File: src/rtl/pipe_seg_hs.sv
// pipe_seg_hs: generic pipeline segment register with a valid/ready handshake.
// It carries one opaque payload bus and supports flush. With SKID=1 it adds a
// 2-entry skid buffer, so in_ready comes straight from a flop and the backward
// stall path is cut. With SKID=0 it is a single entry whose in_ready passes
// out_ready through combinationally.
module pipe_seg_hs #(
    parameter int              DW     = 160,
    parameter int              SKID   = 1,
    parameter logic [DW-1:0]   RSTVAL = '0
) (
    input  logic          clk,
    input  logic          reset,
    input  logic          flush,
    input  logic          in_valid,
    output logic          in_ready,
    input  logic [DW-1:0] in_data,
    output logic          out_valid,
    input  logic          out_ready,
    output logic [DW-1:0] out_data,
    output logic [1:0]    occ
);

    logic          accept;
    logic          pop;
    logic [DW-1:0] m_q;     // main register, always the oldest entry

    assign accept   = in_valid & in_ready;
    assign pop      = out_valid & out_ready;
    assign out_data = m_q;

    if (SKID != 0) begin : g_skid
        typedef enum logic [1:0] {
            EMPTY = 2'd0,
            ONE   = 2'd1,
            TWO   = 2'd2
        } state_t;

        state_t        state_q, state_d;
        logic          rdy_q;
        logic [DW-1:0] s_q;     // skid register, younger entry when TWO
        logic          load_m_in, load_m_s, load_s;

        // Next-state and payload-load decode. Flush overrides everything and
        // also suppresses the load of a same-cycle accept.
        always_comb begin
            // NOTE: every output gets a default first so no path leaves a
            // variable unassigned, which would infer a latch.
            state_d   = state_q;
            load_m_in = 1'b0;
            load_m_s  = 1'b0;
            load_s    = 1'b0;
            if (flush) begin
                state_d = EMPTY;
            end else begin
                case (state_q)
                    EMPTY: begin
                        if (accept) begin
                            load_m_in = 1'b1;
                            state_d   = ONE;
                        end
                    end
                    ONE: begin
                        if (accept && pop) begin
                            load_m_in = 1'b1;
                        end else if (accept) begin
                            load_s  = 1'b1;
                            state_d = TWO;
                        end else if (pop) begin
                            state_d = EMPTY;
                        end
                    end
                    TWO: begin
                        if (pop) begin
                            load_m_s = 1'b1;
                            state_d  = ONE;
                        end
                    end
                    default: state_d = EMPTY;
                endcase
            end
        end

        // State register plus a registered copy of "not full" for in_ready.
        always_ff @(posedge clk or posedge reset) begin
            if (reset) begin
                // NOTE: sequential state uses non-blocking assignments so all
                // flops sample the pre-edge values regardless of block order.
                state_q <= EMPTY;
                rdy_q   <= 1'b1;
            end else begin
                state_q <= state_d;
                rdy_q   <= (state_d != TWO);
            end
        end

        // Payload registers load only on accept or on the TWO->ONE shift.
        always_ff @(posedge clk or posedge reset) begin
            if (reset) begin
                // NOTE: payload registers are reset deliberately so out_data
                // shows a known value after reset.
                m_q <= RSTVAL;
                s_q <= RSTVAL;
            end else begin
                if (load_m_in) begin
                    m_q <= in_data;
                end else if (load_m_s) begin
                    m_q <= s_q;
                end
                if (load_s) begin
                    s_q <= in_data;
                end
            end
        end

        assign in_ready  = rdy_q;
        assign out_valid = (state_q != EMPTY);
        assign occ       = state_q;
    end else begin : g_single
        logic v_q;

        // Single entry: accept refills M (even while popping), pop alone empties it.
        always_ff @(posedge clk or posedge reset) begin
            if (reset) begin
                v_q <= 1'b0;
                m_q <= RSTVAL;
            end else if (flush) begin
                v_q <= 1'b0;
            end else if (accept) begin
                v_q <= 1'b1;
                m_q <= in_data;
            end else if (pop) begin
                v_q <= 1'b0;
            end
        end

        assign in_ready  = ~v_q | out_ready;
        assign out_valid = v_q;
        assign occ       = {1'b0, v_q};
    end

endmodule

File: config.mk
export PLATFORM = sky130hd
export DESIGN_NAME = pipe_seg_hs
export DESIGN_NICKNAME = d
export VERILOG_FILES = /design/src/rtl/pipe_seg_hs.sv
export SDC_FILE = /design/constraint.sdc
export NUM_CORES = 1
export LEC_CHECK = 0
export ABC_AREA = 1
export BUFFER_PORTS_ARGS = -buffer_cell sky130_fd_sc_hd__buf_2
export CAP_MARGIN = 0
export CELL_PAD_IN_SITES_DETAIL_PLACEMENT = 0
export CELL_PAD_IN_SITES_GLOBAL_PLACEMENT = 2
export CORE_ASPECT_RATIO = 0.8
export CORE_UTILIZATION = 31
export DETAILED_ROUTE_END_ITERATION = 6
export HOLD_SLACK_MARGIN = 0.03
export PLACE_DENSITY = 0.85
export REMOVE_ABC_BUFFERS = 1
export SLEW_MARGIN = 20
export SYNTH_ARGS = -nofsm -noshare
export SYNTH_HDL_FRONTEND = slang
export SYNTH_SLANG_ARGS = --single-unit
File: constraint.sdc
create_clock -name clk -period 10.17 [get_ports clk]
set_input_delay 0.5085 -clock clk [delete_from_list [all_inputs] [get_ports clk]]
set_output_delay 0.5085 -clock clk [all_outputs]
set_load 0.02 [all_outputs]
==> flow_summary.ini <==
[run_status]
status = finished, violations left
violations = DRC

[pwr]
clock_power_share = 0.330
combPwrFrac = 0.235
switchingPower_w = 0.00143
pwr-share-seq = 0.436
powerDensity_nw_per_um2 = 235
switching_share = 0.333
ir_drop_mv = 0.0975
p_int_w = 0.00287
power_leakage_nw = 10.1

[critical_path]
cp-start-kind = flip-flop
worstPathArrival_ns = 4.03
critPathMaxFanout = 154
max_stage_delay_ns = 0.87
path_cells = o21ai_1 > nand2_8 > nand2_8 > buf_4 > nand2_1 > nand2_1 > nand2_1
required_ns = 10.59
end_kind = flip-flop
path_buf_inv = 1
path_common_cell = nand2_1
cp_slowest_cell = nand2_8
critPathKind = flip-flop to flip-flop
cp_top_family = simple AND/OR/NAND/NOR gates

[flow_run]
drv_cap = 0

[final_layout]
nFillCells = 5073
drive_gt1_frac = 0.185
nNetsFinal = 2340
layoutNonFillerInstCount = 2833
area_growth_pct = 20.9

[sta]
fin_skew_ns = 0.00976
tightestPinTransition_ns = 1.08
finalMaxSlewViolations = 0
setup_viol = 0
rsz0062_at_grt = false
hold_viol_final = 0
whs_ns = 0.201
min_period_over_period = 0.355
tns_ns = 0
finalCriticalPeriod_ns = 3.61
slew_headroom = 0.279
max_freq_ghz = 0.277

[route]
viasPerCell = 4.87
drtIter0Drc = 971
ant_nets = 0
routed_wl_um = 46800
vias = 13796
firstDrtPassIters = 7
wl_per_cell_um = 16.5
drc = 2

[clock_network]
htreeDepth = 2
numCtsBuffers = 39
cts_resized = 0
cts_tree = yes
cts_setup_buffers = 0
path_clk_slew_ns = 0.06
cts_hold_buf = 0
clk_latency_ns = 0.53
cts_buffer_depth = 3
clockRootBuffer = clkbuf_16
numClockSinks = 323

[logic_synthesis]
synthArstFlopShare = 1.00
ys_seq_elements = 323
syn_area_per_cell_um2 = 7.80
yosysWarningCount = 0
synth-xor-area-share = 0
ys_seq_area_frac = 0.532
synth_edf_count = 0
yosys-top-cells-area = dfrtp_1, nand2_1, nand3_1
synth_area_um2 = 15200
yosysUniqueCellTypes = 18
synth_compound_area_frac = 0.0536
syn_inst = 1947
synth_ff_type = dfrtp_1
synthMuxAreaShare = 0
synth_top_area_frac = 0.531
synth_top_family_by_area = simple AND/OR/NAND/NOR gates
yosys.area_share.simple = 0.324
synth_top_cell_by_area = dfrtp_1
yosysMostFrequentCell = nand2_1
synthTopCellsByCount = nand2_1, nand3_1, dfrtp_1, inv_1, o21ai_1
synth_fa_ha_area_frac = 0

[die]
top_level_ports = 329
initial_core_util = 0.314
fp.dieH_um = 200
die_area_um2 = 49900
rows = 72
die_w_um = 249
core-area_um2 = 48400

[grt]
grt_pass1_wl_um = 74800
grt_max_degree = 163
grt_overflow = 0
antenna_found_initial = 5
grtUsageTotal = 0.186
grt_pass1_vias = 13539

[placement]
dp_hpwl_um = 26200
gp_congestion = 0.760
io_buffers = 328
dp_cells = 2762

[hold_path]
hold_class = primary input to async pin
final cells by class:
cell class	count	area (µm²)	area share
antenna	2	5.00	0.000273
clock buffer	63	1180	0.0642
clock inverter	5	100	0.00545
inverter	166	631	0.0343
multi-input combinational	1302	5780	0.315
sequential	323	8080	0.440
tap	629	787	0.0429
timing repair buffer	343	1790	0.0977
layer usage:
layer / GRT usage / up-vias / share of wire
met4: 0.0476 / 8 / 0.018
met1: 0.258 / 6632 / 0.47
li1: - / 6702 / -
met2: 0.296 / 375 / 0.45
met5: 0 / - / 0.0012
met3: 0.0383 / 79 / 0.061
layout by cell type, fill, tap and decap left out, drive strengths merged, types with 3 or more instances in the layout:
cell	count
o21ai	161
nor2	7
buf	343
dfrtp	322
bufinv	3
clkbuf	63
nand3	481
inv	166
nand2	650
path summary, 6_finish.rpt:
check,start,endpoint,slack (ns),cells past startpoint
setup / recovery,occ[0],out_data[3],6.56,7
hold / removal,reset,g_skid.s_q[152],0.20,2
setup reg to reg,occ[0],out_data[3],6.56,7
hold reg to reg,g_skid.s_q[117],g_skid.s_q[117],0.48,2
max in group asynchronous,reset,g_skid.s_q[129],8.49,3
min in group clk,in_data[28],g_skid.s_q[28],0.24,3
power by group through the flow:
stage	clock (W)	sequential (W)	combinational (W)
floorplan	0	0.00205	0.000478
global placement	0	0.00189	0.00101
detailed placement	0	0.00190	0.00102
CTS	0.00146	0.00188	0.00103
global route	0.00151	0.00192	0.00114
finish	0.00142	0.00188	0.00101
flip-flops by register name, indices dropped and copies added (netlist names):
signal	count
g_skid.s_q	160
in_ready	1
occ	2
out_data	160
through the flow:
stage                     worst slack (ns)  power, W  utilization  cell area (µm²)
after detailed placement              6.50   0.00292        0.352            17000
after floorplan                      0.722   0.00253            -            14400
after CTS                             6.48   0.00437        0.379            18300
final                                 6.56   0.00431        0.380            18400
after global placement                6.61   0.00290        0.352            17000
after global routing                  6.18   0.00457        0.380            18400
cells by family (layout without fill, tap and decap cells):
kind of cell           count (synthesis)  count (layout)
AO/OA/AOI/OAI                        162             162
buffers and inverters                322             577
flip-flops                           323             323
other                                  0               2
AND/OR/NAND/NOR                     1140            1140
worst register-to-register path: stages (launching register included):
cell and delay, ns:
dfrtp_1 0.52, o21ai_1 0.41, nand2_8 0.45, nand2_8 0.90, buf_4 0.88, nand2_1 0.20, nand2_1 0.10, nand2_1 0.05
(Power assumes the default switching activity.)
